==> config.mk <==
export PLATFORM = sky130hd
export DESIGN_NAME = tapasco_axi_id_remap
export DESIGN_NICKNAME = d
export VERILOG_FILES = /design/src/rtl/tapasco_axi.sv /design/src/rtl/tapasco_axi_id_remap_pkg.sv /design/src/rtl/tapasco_axi_id_remap_table.sv /design/src/rtl/tapasco_axi_id_remap.sv
export SDC_FILE = /design/constraint.sdc
export NUM_CORES = 1
export LEC_CHECK = 0
export BUFFER_PORTS_ARGS = -buffer_cell sky130_fd_sc_hd__buf_2
export CORE_MARGIN = 10
export CORE_UTILIZATION = 50
export DETAILED_ROUTE_END_ITERATION = 6
export PLACE_DENSITY_LB_ADDON = 0.15
export SYNTH_ARGS = -nofsm -noshare
export SYNTH_HDL_FRONTEND = slang
export SYNTH_SLANG_ARGS = --single-unit
==> constraint.sdc <==
create_clock -name clk_i -period 8.4 [get_ports clk_i]
set_input_delay 1.26 -clock clk_i [delete_from_list [all_inputs] [get_ports clk_i]]
set_output_delay 1.26 -clock clk_i [all_outputs]
set_load 0.05 [all_outputs]
==> src/rtl/tapasco_axi.sv <==
// AXI4 channel and bundle types shared across the tapasco_axi interconnect.
// Slave-side bundles carry one extra ID bit compared to the master side.
package tapasco_axi;

    localparam int unsigned IdWidth       = 4;
    localparam int unsigned IdWidthSlv    = 5;
    localparam int unsigned AddrWidth     = 32;
    localparam int unsigned DataWidth     = 32;
    localparam int unsigned UserWidth     = 1;
    localparam int unsigned NumRemapSlots = 2**IdWidth;

    typedef logic [IdWidth-1:0]      id_t;
    typedef logic [IdWidthSlv-1:0]   id_slv_t;
    typedef logic [AddrWidth-1:0]    addr_t;
    typedef logic [DataWidth-1:0]    data_t;
    typedef logic [DataWidth/8-1:0]  strb_t;
    typedef logic [UserWidth-1:0]    user_t;

    typedef struct packed {
        id_t        id;
        addr_t      addr;
        logic [7:0] len;
        logic [2:0] size;
        logic [1:0] burst;
        logic       lock;
        logic [3:0] cache;
        logic [2:0] prot;
        logic [3:0] qos;
        logic [3:0] region;
        logic [5:0] atop;
        user_t      user;
    } aw_chan_t;

    typedef struct packed {
        id_slv_t    id;
        addr_t      addr;
        logic [7:0] len;
        logic [2:0] size;
        logic [1:0] burst;
        logic       lock;
        logic [3:0] cache;
        logic [2:0] prot;
        logic [3:0] qos;
        logic [3:0] region;
        logic [5:0] atop;
        user_t      user;
    } aw_chan_slv_t;

    typedef struct packed {
        id_t        id;
        addr_t      addr;
        logic [7:0] len;
        logic [2:0] size;
        logic [1:0] burst;
        logic       lock;
        logic [3:0] cache;
        logic [2:0] prot;
        logic [3:0] qos;
        logic [3:0] region;
        user_t      user;
    } ar_chan_t;

    typedef struct packed {
        id_slv_t    id;
        addr_t      addr;
        logic [7:0] len;
        logic [2:0] size;
        logic [1:0] burst;
        logic       lock;
        logic [3:0] cache;
        logic [2:0] prot;
        logic [3:0] qos;
        logic [3:0] region;
        user_t      user;
    } ar_chan_slv_t;

    typedef struct packed {
        data_t data;
        strb_t strb;
        logic  last;
        user_t user;
    } w_chan_t;

    typedef struct packed {
        id_t        id;
        logic [1:0] resp;
        user_t      user;
    } b_chan_t;

    typedef struct packed {
        id_slv_t    id;
        logic [1:0] resp;
        user_t      user;
    } b_chan_slv_t;

    typedef struct packed {
        id_t        id;
        data_t      data;
        logic [1:0] resp;
        logic       last;
        user_t      user;
    } r_chan_t;

    typedef struct packed {
        id_slv_t    id;
        data_t      data;
        logic [1:0] resp;
        logic       last;
        user_t      user;
    } r_chan_slv_t;

    typedef struct packed {
        aw_chan_t aw;
        logic     aw_valid;
        w_chan_t  w;
        logic     w_valid;
        logic     b_ready;
        ar_chan_t ar;
        logic     ar_valid;
        logic     r_ready;
    } req_t;

    typedef struct packed {
        logic    aw_ready;
        logic    ar_ready;
        logic    w_ready;
        logic    b_valid;
        b_chan_t b;
        logic    r_valid;
        r_chan_t r;
    } resp_t;

    typedef struct packed {
        aw_chan_slv_t aw;
        logic         aw_valid;
        w_chan_t      w;
        logic         w_valid;
        logic         b_ready;
        ar_chan_slv_t ar;
        logic         ar_valid;
        logic         r_ready;
    } req_slv_t;

    typedef struct packed {
        logic        aw_ready;
        logic        ar_ready;
        logic        w_ready;
        logic        b_valid;
        b_chan_slv_t b;
        logic        r_valid;
        r_chan_slv_t r;
    } resp_slv_t;

endpackage

==> src/rtl/tapasco_axi_id_remap_pkg.sv <==
// Channel conversion helpers for the ID remapper: swap the ID field between
// the 5-bit slave and 4-bit master widths, copying every other field.
package tapasco_axi_id_remap_pkg;

    import tapasco_axi::*;

    function automatic aw_chan_t remap_aw(input aw_chan_slv_t a, input id_t id);
        aw_chan_t m;
        m.id     = id;
        m.addr   = a.addr;
        m.len    = a.len;
        m.size   = a.size;
        m.burst  = a.burst;
        m.lock   = a.lock;
        m.cache  = a.cache;
        m.prot   = a.prot;
        m.qos    = a.qos;
        m.region = a.region;
        m.atop   = a.atop;
        m.user   = a.user;
        return m;
    endfunction

    function automatic ar_chan_t remap_ar(input ar_chan_slv_t a, input id_t id);
        ar_chan_t m;
        m.id     = id;
        m.addr   = a.addr;
        m.len    = a.len;
        m.size   = a.size;
        m.burst  = a.burst;
        m.lock   = a.lock;
        m.cache  = a.cache;
        m.prot   = a.prot;
        m.qos    = a.qos;
        m.region = a.region;
        m.user   = a.user;
        return m;
    endfunction

    function automatic b_chan_slv_t restore_b(input b_chan_t b, input id_slv_t id);
        b_chan_slv_t s;
        s.id   = id;
        s.resp = b.resp;
        s.user = b.user;
        return s;
    endfunction

    function automatic r_chan_slv_t restore_r(input r_chan_t r, input id_slv_t id);
        r_chan_slv_t s;
        s.id   = id;
        s.data = r.data;
        s.resp = r.resp;
        s.last = r.last;
        s.user = r.user;
        return s;
    endfunction

endpackage

==> src/rtl/tapasco_axi_id_remap_table.sv <==
// One direction's remap table: slot selection, per-slot outstanding counters,
// response ID lookup and the hold register that pins a slot while stalled.
module tapasco_axi_id_remap_table
    import tapasco_axi::*;
#(
    parameter int unsigned MaxTxnsPerId = 8
) (
    input  logic    clk_i,
    input  logic    rst_ni,
    input  logic    req_valid_i,
    input  id_slv_t req_id_i,
    input  logic    req_ready_i,
    input  logic    rel_valid_i,
    input  id_t     rel_idx_i,
    output id_t     slot_o,
    output logic    stall_o,
    output id_slv_t slv_id_o,
    output logic    all_free_o
);

    localparam int unsigned CntW = $clog2(MaxTxnsPerId + 1);
    localparam logic [CntW-1:0] CntMax = CntW'(MaxTxnsPerId);

    id_slv_t           slv_id_q [NumRemapSlots];
    logic [CntW-1:0]   cnt_q    [NumRemapSlots];
    logic              hold_valid_q;
    id_t               hold_slot_q;

    logic              match_found, free_found, alloc_hs, hold_set;
    id_t               match_idx, free_idx;
    logic [NumRemapSlots-1:0] inc, dec;

    always_comb begin
        match_found = 1'b0;
        match_idx   = '0;
        free_found  = 1'b0;
        free_idx    = '0;
        all_free_o  = 1'b1;
        for (int unsigned i = 0; i < NumRemapSlots; i++) begin
            if (cnt_q[i] != '0) begin
                all_free_o = 1'b0;
                if (!match_found && slv_id_q[i] == req_id_i) begin
                    match_found = 1'b1;
                    match_idx   = id_t'(i);
                end
            end else if (!free_found) begin
                free_found = 1'b1;
                free_idx   = id_t'(i);
            end
        end

        slot_o  = '0;
        stall_o = 1'b0;
        if (hold_valid_q) begin
            slot_o = hold_slot_q;
        end else if (match_found) begin
            slot_o  = match_idx;
            stall_o = (cnt_q[match_idx] >= CntMax);
        end else if (free_found) begin
            slot_o = free_idx;
        end else begin
            stall_o = 1'b1;
        end
    end

    // A release on an empty slot is ignored so the counter never wraps.
    always_comb begin
        alloc_hs = req_valid_i && !stall_o && req_ready_i;
        hold_set = req_valid_i && !stall_o && !req_ready_i;
        for (int unsigned i = 0; i < NumRemapSlots; i++) begin
            inc[i] = alloc_hs && (slot_o == id_t'(i));
            dec[i] = rel_valid_i && (rel_idx_i == id_t'(i)) && (cnt_q[i] != '0);
        end
    end

    always_ff @(posedge clk_i or negedge rst_ni) begin
        if (!rst_ni) begin
            hold_valid_q <= 1'b0;
            hold_slot_q  <= '0;
            for (int unsigned i = 0; i < NumRemapSlots; i++) begin
                slv_id_q[i] <= '0;
                cnt_q[i]    <= '0;
            end
        end else begin
            hold_valid_q <= hold_set;
            if (hold_set) hold_slot_q <= slot_o;
            for (int unsigned i = 0; i < NumRemapSlots; i++) begin
                if (inc[i] && !dec[i])      cnt_q[i] <= cnt_q[i] + CntW'(1);
                else if (dec[i] && !inc[i]) cnt_q[i] <= cnt_q[i] - CntW'(1);
                if (inc[i]) slv_id_q[i] <= req_id_i;
            end
        end
    end

    assign slv_id_o = slv_id_q[rel_idx_i];

    release_on_empty_slot: assert property (@(posedge clk_i) disable iff (!rst_ni)
        rel_valid_i |-> cnt_q[rel_idx_i] != '0);

endmodule

==> src/rtl/tapasco_axi_id_remap.sv <==
// Remaps 5-bit slave AXI IDs onto 16 master IDs per direction and restores them
// on B/R. Optional stall counters are enabled by TAPASCO_ID_REMAP_PERF_EN.
module tapasco_axi_id_remap
    import tapasco_axi::*;
    import tapasco_axi_id_remap_pkg::*;
#(
    parameter int unsigned MaxTxnsPerId = 8
) (
    input  logic        clk_i,
    input  logic        rst_ni,
    input  req_slv_t    slv_req_i,
    output resp_slv_t   slv_resp_o,
    output req_t        mst_req_o,
    input  resp_t       mst_resp_i,
`ifdef TAPASCO_ID_REMAP_PERF_EN
    output logic [31:0] aw_stall_cnt_o,
    output logic [31:0] ar_stall_cnt_o,
`endif
    output logic        idle_o
);

    id_t     wr_slot, rd_slot;
    logic    wr_stall, rd_stall;
    id_slv_t wr_slv_id, rd_slv_id;
    logic    wr_all_free, rd_all_free;

    tapasco_axi_id_remap_table #(.MaxTxnsPerId(MaxTxnsPerId)) i_wr_table (
        .clk_i       (clk_i),
        .rst_ni      (rst_ni),
        .req_valid_i (slv_req_i.aw_valid),
        .req_id_i    (slv_req_i.aw.id),
        .req_ready_i (mst_resp_i.aw_ready),
        .rel_valid_i (mst_resp_i.b_valid && slv_req_i.b_ready),
        .rel_idx_i   (mst_resp_i.b.id),
        .slot_o      (wr_slot),
        .stall_o     (wr_stall),
        .slv_id_o    (wr_slv_id),
        .all_free_o  (wr_all_free)
    );

    tapasco_axi_id_remap_table #(.MaxTxnsPerId(MaxTxnsPerId)) i_rd_table (
        .clk_i       (clk_i),
        .rst_ni      (rst_ni),
        .req_valid_i (slv_req_i.ar_valid),
        .req_id_i    (slv_req_i.ar.id),
        .req_ready_i (mst_resp_i.ar_ready),
        .rel_valid_i (mst_resp_i.r_valid && slv_req_i.r_ready && mst_resp_i.r.last),
        .rel_idx_i   (mst_resp_i.r.id),
        .slot_o      (rd_slot),
        .stall_o     (rd_stall),
        .slv_id_o    (rd_slv_id),
        .all_free_o  (rd_all_free)
    );

    always_comb begin
        mst_req_o          = '0;
        mst_req_o.aw       = remap_aw(slv_req_i.aw, wr_slot);
        mst_req_o.aw_valid = slv_req_i.aw_valid && !wr_stall;
        mst_req_o.w        = slv_req_i.w;
        mst_req_o.w_valid  = slv_req_i.w_valid;
        mst_req_o.b_ready  = slv_req_i.b_ready;
        mst_req_o.ar       = remap_ar(slv_req_i.ar, rd_slot);
        mst_req_o.ar_valid = slv_req_i.ar_valid && !rd_stall;
        mst_req_o.r_ready  = slv_req_i.r_ready;
    end

    always_comb begin
        slv_resp_o          = '0;
        slv_resp_o.aw_ready = mst_resp_i.aw_ready && !wr_stall;
        slv_resp_o.ar_ready = mst_resp_i.ar_ready && !rd_stall;
        slv_resp_o.w_ready  = mst_resp_i.w_ready;
        slv_resp_o.b_valid  = mst_resp_i.b_valid;
        slv_resp_o.b        = restore_b(mst_resp_i.b, wr_slv_id);
        slv_resp_o.r_valid  = mst_resp_i.r_valid;
        slv_resp_o.r        = restore_r(mst_resp_i.r, rd_slv_id);
    end

    assign idle_o = wr_all_free && rd_all_free;

`ifdef TAPASCO_ID_REMAP_PERF_EN
    always_ff @(posedge clk_i or negedge rst_ni) begin
        if (!rst_ni) begin
            aw_stall_cnt_o <= '0;
            ar_stall_cnt_o <= '0;
        end else begin
            if (slv_req_i.aw_valid && wr_stall && aw_stall_cnt_o != '1)
                aw_stall_cnt_o <= aw_stall_cnt_o + 32'd1;
            if (slv_req_i.ar_valid && rd_stall && ar_stall_cnt_o != '1)
                ar_stall_cnt_o <= ar_stall_cnt_o + 32'd1;
        end
    end
`endif

    // Atomics with a read response would need an R-side slot; not supported.
    atop_read_unsupported: assert property (@(posedge clk_i) disable iff (!rst_ni)
        slv_req_i.aw_valid |-> !slv_req_i.aw.atop[5]);

endmodule

==> results_dict.tcl, run 1 <==
set metrics [dict create \
    cts_setup_buffers 0 \
    gp_congestion 0.8954 \
    wl_per_cell_um 24.78 \
    rows 76 \
    die_area_um2 52060 \
    netlist_area_um2 21670 \
    fin_crit_ps 6687 \
    start_kind "input port" \
    synthFlopType "dfrtp_1" \
    final.fill_count 3827 \
    path_cells "buf_2 > xor2_1 > nor4_1 > nand3_1 > nand4_1 > a211oi_2 > a311oi_4 > mux2i_1 > o211ai_2 > o22ai_4 > nor2_1 > buf_2" \
    critPathKind "input port to primary output" \
    setup_viol 0 \
    synth_top_area_share_pct 34.42 \
    slew_headroom_pct 12.27 \
    fin_crit_sh_pct 79.60 \
    async_reset_ff_share_pct 100.0 \
    clock.fmax_mhz 149.6 \
    cts_hold_buffers 0 \
    critical-path-max-stage-delay_ps 680 \
    die_h_um 228.2 \
    die_x_um 228.2 \
    synthCells 1937 \
    p_per_area_nw_per_um2 423.4 \
    synth_top_cells_by_area "dfrtp_1, buf_4, xnor2_1, ha_1, mux2_2" \
    dr.pass1.iters 5 \
    crit_slowest_cell "o22ai_4" \
    synth_most_common_cell "dfrtp_1" \
    cp.required_ps 7140 \
    grt_pass1_vias 14200 \
    wl_um 58810 \
    dp_hpwl_um 44440 \
    vias 14014 \
    ant_nets 0 \
    fin_worst_skew_ps 17.51 \
    cp_num_buf_inv 2 \
    cts_tree "yes" \
    drv_cap 0 \
    cts_buffer_depth 3 \
    synthTopCellsByCount "dfrtp_1, buf_4, xnor2_1" \
    yosys_warnings 0 \
    endpoint_kind "primary output" \
    antenna_found_initial 0 \
    grt_max_degree 175 \
    hp-class "flip-flop to flip-flop" \
    grt_pass1_wl_um 90480 \
    fin_util_pct 51.51 \
    leakage_uw 0.009795 \
    postPlaceCellArea_um2 20810 \
    grt_overflow 0 \
    synth-edff-count 0 \
    cts_resized 0 \
    initial_core_util_pct 50.41 \
    design_area_um2 22140 \
    crit_top_cell "buf_2" \
    worstPathMaxFanout 32 \
    path_clk_slew_ps 60 \
    diodes 0 \
    rsz0062_at_grt "false" \
    core_um2 42980 \
    synth-seq-cells 298 \
    cp.arrival_ps 5430 \
    route.detailed.drc 0 \
    ir_drop_mv 0.4492 \
    ys_seq_area_share_pct 34.42 \
    syn2layout_area_growth_pct 2.189 \
    vias_per_cell 5.906 \
    htreeDepth 2 \
    syn_nets 2302 \
    maxSlewViolCount 0 \
    layout-drive-gt1-share_pct 22.20 \
    outcome "finished clean" \
    worst_path_dominant_cell_family "compound AO/OA/AOI/OAI gates" \
    numCtsBuffers 38 \
    synth_top_area_cell "dfrtp_1" \
    hold_viol_final 0 \
    synthDistinctLibCells 80 \
    drt_iter0_drc 1080 \
    io_buffers 56 \
    root_buffer "clkbuf_16" \
    avgSynthCellArea_um2 11.19 \
    fin_setup_tns_ps 0 \
    clkLatencyLatePin_ps 560 \
    final_nets 2126 \
    cts_sinks 298 \
    ios 473 \
    tightest_slew_ps 1304 \
    grt_use_total_pct 22.23 \
]
[area by class of cell]
type | count | area, um2 | share of cell area (%)
Clock buffer | 57 | 1162 | 5.250
Clock inverter | 10 | 168.9 | 0.7629
Inverter | 59 | 221.5 | 1.000
Multi-Input combinational cell | 1289 | 11950 | 53.99
Sequential cell | 298 | 7457 | 33.68
Tap cell | 585 | 732.0 | 3.306
Timing Repair Buffer | 75 | 445.4 | 2.012
[cell families after synthesis]
| family | share of synthesized area [%] |
|---|---|
| compound gates | 5.994 |
| xor+xnor | 11.64 |
| fa+ha+maj | 8.501 |
| buf+inv | 10.46 |
| flops | 34.42 |
| mux | 16.96 |
| simple gates | 12.02 |
[power by group]
part	total, uW	switching [uW]	internal (uW)
Clock	1740	660	1080
Combinational	4890	2710	2180
Sequential	2740	699	2040
[cells in the final DEF, fill, tap and decap left out, types with 15 or more instances in the layout]
| cell type | Yosys | routed |
|---|---|---|
| a21o_1 | 34 | 34 |
| a21oi_1 | 49 | 49 |
| buf_2 | 26 | 55 |
| buf_4 | 222 | 18 |
| clkbuf_16 | 0 | 38 |
| dfrtp_1 | 298 | 298 |
| fa_1 | 32 | 32 |
| ha_1 | 96 | 96 |
| inv_1 | 59 | 59 |
| mux2_1 | 44 | 44 |
| mux2_2 | 105 | 105 |
| mux2_4 | 56 | 56 |
| mux4_2 | 50 | 50 |
| nand2_1 | 67 | 67 |
| nand3_1 | 52 | 52 |
| nand4_1 | 27 | 27 |
| nor2_1 | 70 | 70 |
| nor3_1 | 15 | 15 |
| nor4_1 | 51 | 51 |
| o21ai_0 | 48 | 48 |
| or4_1 | 30 | 30 |
| xnor2_1 | 166 | 166 |
| xor2_1 | 122 | 122 |
[per-stage QoR]
step	power, uW	std cells	worst slack, ps	hold slack (ps)
after global routing	10000	2373	1513	501.0
final	9373	2373	1713	488.2
after global placement	7528	2306	1379	478.7
after floorplan	6681	1937	2292	453.8
after detailed placement	7610	2306	1301	476.5
after CTS	9403	2373	1742	488.8
[state kept, by name (all words and copies together) (netlist names)]
name and count:
i_rd_table.cnt_q 64, i_wr_table.hold_slot_q 4, i_rd_table.hold_valid_q 1, i_rd_table.slv_id_q 80, i_rd_table.hold_slot_q 4, i_wr_table.slv_id_q 80
i_wr_table.hold_valid_q 1, i_wr_table.cnt_q 64
[layer usage]
metal / vias up / share of wire (%) / track usage (%)
met2: 558 / 43 / 32.16
met1: 7005 / 45 / 31.01
met4: 2 / 2.5 / 6.790
li1: 6333 / - / -
met5: - / 0.070 / 1.323
met3: 116 / 8.8 / 7.024
[path summary, 6_finish.rpt]
kind	start	endpoint	slack (ps)	cells past startpoint
setup / recovery	slv_req_i[178]	slv_resp_o[53]	1710	12
hold / removal	i_wr_table.hold_slot_q[2]	i_wr_table.hold_slot_q[2]	490	1
setup reg to reg	i_wr_table.cnt_q[24]	i_wr_table.cnt_q[55]	2390	19
hold reg to reg	i_wr_table.hold_slot_q[2]	i_wr_table.hold_slot_q[2]	490	1
max in group asynchronous	rst_ni	i_wr_table.slv_id_q[38]	6000	2
min in group asynchronous	rst_ni	i_rd_table.cnt_q[1]	820	1
No activity file was read; power rests on OpenSTA's default activity.
==> inputs of run 2 (changes only) <==
- clock period: 8.4 -> 5.35 ns (I/O delays scaled with it)
==> run 2 against run 1 <==
Net effect:
- final cell count rose by 11%
- critical endpoint is now slv_resp_o[52]
- first-iteration DRC count is 15% lower
- largest power group unchanged
- worst hold slack lost 140 ps
- via count grew 7.0%
==> results_dict.tcl, run 2 (synthesis gave the netlist of run 1 again) <==
set metrics [dict create \
    antenna_found_initial 1 \
    fin_setup_tns_ps 0 \
    ir_drop_mv 0.9389 \
    hp-class "input port to async pin" \
    internal-power_uw 8836 \
    wl_um 63380 \
    pwr-share-clk_pct 15.3 \
    grt_pass1_wl_um 97310 \
    cp_num_buf_inv 5 \
    outcome "finished clean" \
    seqCellArea_um2 7457 \
    cp.required_ps 4550 \
    fin_crit_sh_pct 95.81 \
    gp_congestion 0.9121 \
    route.detailed.drc 0 \
    fin_worst_skew_ps 21.68 \
    maxSlewViolCount 0 \
    vias 14995 \
    diodes 0 \
    rows 76 \
    final_cell_mix "dfrtp_1, buf_4, xnor2_1, xor2_1, mux2_2" \
    hold_viol_final 0 \
    top_regs "i_rd_table.slv_id_q x80, i_wr_table.slv_id_q x80" \
    leakage_uw 0.01095 \
    worst_path_dominant_cell_family "simple AND/OR/NAND/NOR gates" \
    grt_use_total_pct 23.95 \
    switching_share_pct 42.54 \
    crit_slowest_cell "or4_1" \
    fin_crit_ps 5126 \
    endpoint_kind "primary output" \
    reg2regPathDepth 19 \
    die_x_um 228.2 \
    wl_per_cell_um 24.13 \
    numCtsBuffers 36 \
    setup_viol 0 \
    htreeDepth 2 \
    critPathKind "flip-flop to primary output" \
    cts_sinks 298 \
    initial_core_util_pct 50.41 \
    multi_input_comb_area_um2 11990 \
    worstPathMaxFanout 11 \
    ios 473 \
    crit_top_cell "buf_4" \
    ant_nets 0 \
    design_area_um2 23940 \
    drv_cap 0 \
    tightest_slew_ps 948.0 \
    clock.fmax_mhz 195.1 \
    path_clk_slew_ps 60 \
    postPlaceCellArea_um2 22800 \
    die_area_um2 52060 \
    vias_per_cell 5.710 \
    grt_max_degree 115 \
    dr.pass1.iters 5 \
    instances_no_fill 2626 \
    cp.arrival_ps 4320 \
    io_buffers 56 \
    grt_overflow 0 \
    r2r-start "i_wr_table.cnt_q[49]" \
    grt_pass1_vias 15567 \
    drt_iter0_drc 918 \
    final_nets 2384 \
    p_sw_uw 6541 \
    layout-drive-gt1-share_pct 31.95 \
    place_inst 2563 \
    path_cells "or4_1 > nand3_1 > buf_4 > nand4_1 > buf_4 > nor3_1 > a21boi_0 > a221oi_1 > a2111o_1 > nor3b_2 > buf_4 > buf_4 > nor2b_1 > buf_2" \
    cts_tree "yes" \
    critical-path-max-stage-delay_ps 710 \
    p_per_area_nw_per_um2 642.2 \
    syn2layout_area_growth_pct 10.51 \
    core_um2 42980 \
    dp_hpwl_um 50600 \
    p_comb_share_pct 56.6 \
    cts_buffer_depth 3 \
    rsz0062_at_grt "false" \
    r2r_setup_slack_ps 310 \
    seqPwrFrac_pct 28.1 \
    root_buffer "clkbuf_16" \
    die_h_um 228.2 \
    clkLatencyLatePin_ps 550 \
    r2r_end "i_wr_table.cnt_q[59]" \
    final.fill_count 3740 \
    fin_util_pct 55.71 \
    final_common_cell "dfrtp_1" \
    start_kind "flip-flop" \
    slew_headroom_pct 36.80 \
]
run 2: cell types whose count changed in the layout (fill, tap and decap cells not counted), sizes merged:
cell | before | now
buf | 75 | 335
bufinv | 4 | 0
clkbuf | 57 | 54
clkinv | 4 | 6
inv | 61 | 59
run 2: power by group through the flow:
stage | Combinational, uW | Clock [uW] | Sequential (uW)
6_report | 8710 | 2350 | 4320
5_1_grt | 9480 | 2500 | 4470
4_1_cts | 8660 | 2410 | 4320
3_5_place_dp | 8610 | 0 | 4340
3_3_place_gp | 8450 | 0 | 4310
2_1_floorplan | 6520 | 0 | 3990
run 2: worst max path at each step:
stage / slack (ps) / cells after the start / end / startpoint
finish: 220 / 14 / slv_resp_o[52] / i_rd_table.cnt_q[44]
global route: 30 / 14 / slv_resp_o[53] / slv_req_i[182]
CTS: 60 / 13 / slv_resp_o[52] / i_rd_table.cnt_q[36]
detailed placement: -320 / 20 / i_wr_table.cnt_q[19] / slv_req_i[179]
global placement: -180 / 20 / i_wr_table.cnt_q[23] / slv_req_i[182]
floorplan: 30 / 21 / i_wr_table.cnt_q[15] / slv_req_i[182]
run 2: stage by stage:
step	total power, uW	setup WS, ps	hold WS (ps)
floorplan	10510	29.63	453.8
global placement	12760	-175.2	466.5
detailed placement	12940	-323.9	477.7
CTS	15390	62.29	374.3
global route	16450	28.74	409.0
finish	15380	224.2	346.7
run 2: cell type report:
type / count / share of cell area [%]
tap: 585 / 3.057
sequential: 298 / 31.15
clock inverter: 6 / 0.1254
clock buffer: 54 / 4.468
timing repair buffer: 335 / 10.22
multi-input combinational: 1289 / 50.06
inverter: 59 / 0.9250
run 2: timing repair:
item,in CTS,in global routing
gates resized for setup,0,3
setup buffers,0,3
hold buffers,0,0
setup endpoints to repair,0,9
run 2: per-layer routing:
| metal | up-vias | share of wire [%] | global-route usage [%] |
|---|---|---|---|
| met5 | - | 0.054 | 0.2836 |
| met4 | 4 | 3.6 | 8.623 |
| met3 | 166 | 9.6 | 9.382 |
| met2 | 567 | 49 | 40.05 |
| met1 | 7418 | 38 | 27.34 |
| li1 | 6840 | - | - |
run 2: worst reg2reg max path, cell delays in order (launching register included):
cell      delay [ps]
dfrtp_1          440
or4_1            660
nand3_1          200
nand4_1          350
a211oi_2         390
a311oi_4         110
buf_4            200
a311o_1          330
a21oi_2          170
o22ai_4          160
buf_4            200
nor4b_4          400
ha_1             240
inv_1             60
ha_1             290
a21o_1           170
a21oi_1          190
xnor2_1          140
nor2_1            60
xor2_1           150
==> inputs of run 3 (changes only) <==
- CORE_UTILIZATION: 50 -> 23
- clock period: 5.35 -> 4.85 ns (I/O delays scaled with it)
==> run 3 against run 2 <==
Net effect:
- combinational power up 41%
- setup slack worse by 81 ps
- total power up 30%
- final cell count up 33%
- flip-flop and latch count unchanged
- register-to-register slack worse by 150 ps
- clock-buffer cell count up 12
- wire length up 12%
- critical path depth down 2
- critical path type unchanged
- critical endpoint unchanged
==> results_dict.tcl, run 3 (synthesis gave the netlist of run 1 again) <==
set metrics [dict create \
    grt_pass1_vias 16591 \
    wl_per_cell_um 20.36 \
    wl_um 70980 \
    syn2layout_area_growth_pct 26.61 \
    drv_cap 0 \
    worstPathMaxFanout 13 \
    fin_crit_sh_pct 97.05 \
    cts_tree "yes" \
    route.detailed.drc 0 \
    top_regs "i_rd_table.slv_id_q x80, i_wr_table.slv_id_q x80" \
    endpoint_kind "primary output" \
    grt_pass1_wl_um 107100 \
    die_area_um2 106900 \
    root_buffer "clkbuf_16" \
    start_kind "flip-flop" \
    dr.pass1.iters 5 \
    grt_max_degree 90 \
    tightest_slew_ps 950.1 \
    io_buffers 56 \
    ir_drop_mv 0.4933 \
    rows 112 \
    whs_ps 134.7 \
    dp_hpwl_um 56020 \
    cp.arrival_ps 3980 \
    p_per_area_nw_per_um2 730.3 \
    vias_per_cell 4.407 \
    final_cell_mix "buf_4, dfrtp_1, xnor2_1, xor2_1, mux2_2" \
    rsz0062_at_grt "true" \
    drt_iter0_drc 803 \
    numCtsBuffers 42 \
    slew_headroom_pct 36.66 \
    final_common_cell "buf_4" \
    path_clk_slew_ps 50 \
    layout-drive-gt1-share_pct 44.58 \
    clkLatencyLatePin_ps 590 \
    hp-class "input port to async pin" \
    final_nets 2566 \
    maxSlewViolCount 0 \
    fin_worst_skew_ps 29.49 \
    vias 15367 \
    core_um2 93330 \
    gp_congestion 0.8260 \
    die_x_um 326.9 \
    htreeDepth 2 \
    reg2regPathDepth 20 \
    outcome "finished clean" \
    initial_core_util_pct 23.21 \
    cp.required_ps 4120 \
    antenna_found_initial 2 \
    cts_buffer_depth 3 \
    leakage_uw 0.01215 \
    fin_setup_tns_ps 0 \
    cts_sinks 298 \
    hold_viol_final 0 \
    ant_nets 0 \
    fin_crit_ps 4707 \
    seqCellArea_um2 7458 \
    setup_viol 0 \
    grt_overflow 0 \
    cts_hold_buffers 0 \
    ios 473 \
    clock.fmax_mhz 212.5 \
    grt_use_total_pct 13.02 \
    multi_input_comb_area_um2 12860 \
    die_h_um 326.9 \
    final.fill_count 9671 \
    critPathKind "flip-flop to primary output" \
]
## run 3: metrics by stage
stage	std cells	util [%]	power [uW]	area [um2]	setup slack [ps]
floorplan	1937	-	12030	22240	-163.2
global placement	3393	27.23	16180	25410	-687.6
detailed placement	3393	27.23	16280	25410	-677.6
CTS	3471	28.86	19820	26940	1.071
global route	3486	29.39	21470	27430	-98.54
finish	3487	29.39	20030	27430	143.1
## run 3: power by group
| group | internal [uW] | total [uW] | switching [uW] |
|---|---|---|---|
| Sequential | 3540 | 4520 | 981 |
| Clock | 1950 | 3200 | 1250 |
| Combinational | 6170 | 12300 | 6140 |
## run 3: path summary, 6_finish.rpt
kind	from	end	slack (ps)
setup / recovery	i_rd_table.cnt_q[48]	slv_resp_o[52]	140
hold / removal	rst_ni	i_wr_table.slv_id_q[35]	130
setup reg to reg	i_wr_table.cnt_q[10]	i_wr_table.cnt_q[55]	160
hold reg to reg	i_wr_table.hold_slot_q[2]	i_wr_table.hold_slot_q[2]	500
max in group asynchronous	rst_ni	i_rd_table.slv_id_q[27]	3620
min in group clk_i	i_wr_table.hold_slot_q[2]	i_wr_table.hold_slot_q[2]	500
## run 3: area by class of cell
cell class | instances | share of cell area [%]
multi-input cells | 1289 | 46.88
flip-flops and latches | 298 | 27.19
repair buffers | 511 | 14.26
well taps | 1254 | 5.720
clock buffers | 66 | 4.639
inverters | 59 | 0.8347
clock inverters | 9 | 0.4607
diodes | 1 | 0.009122
## run 3: what timing repair did
action,CTS,global route
resized for setup,22,78
setup endpoints to repair,22,62
setup buffers,3,15
pin swaps,5,34
## run 3: per-layer routing
metal	part of all wire [%]	global-route usage (%)	vias up
met5	0.10	0.4072	-
met4	3.4	4.587	4
met3	5.3	3.338	157
met2	47	21.15	340
met1	44	16.55	7657
li1	-	-	7209
## run 3: critical path, stage by stage (launching register included)
cell	delay, ps
dfrtp_1	370
or4_1	660
nand3_2	180
and4_2	290
nand3_1	150
o211a_4	310
mux2i_1	180
a2111o_1	440
nor3b_4	240
buf_12	170
buf_4	150
nor2b_1	40
buf_2	200
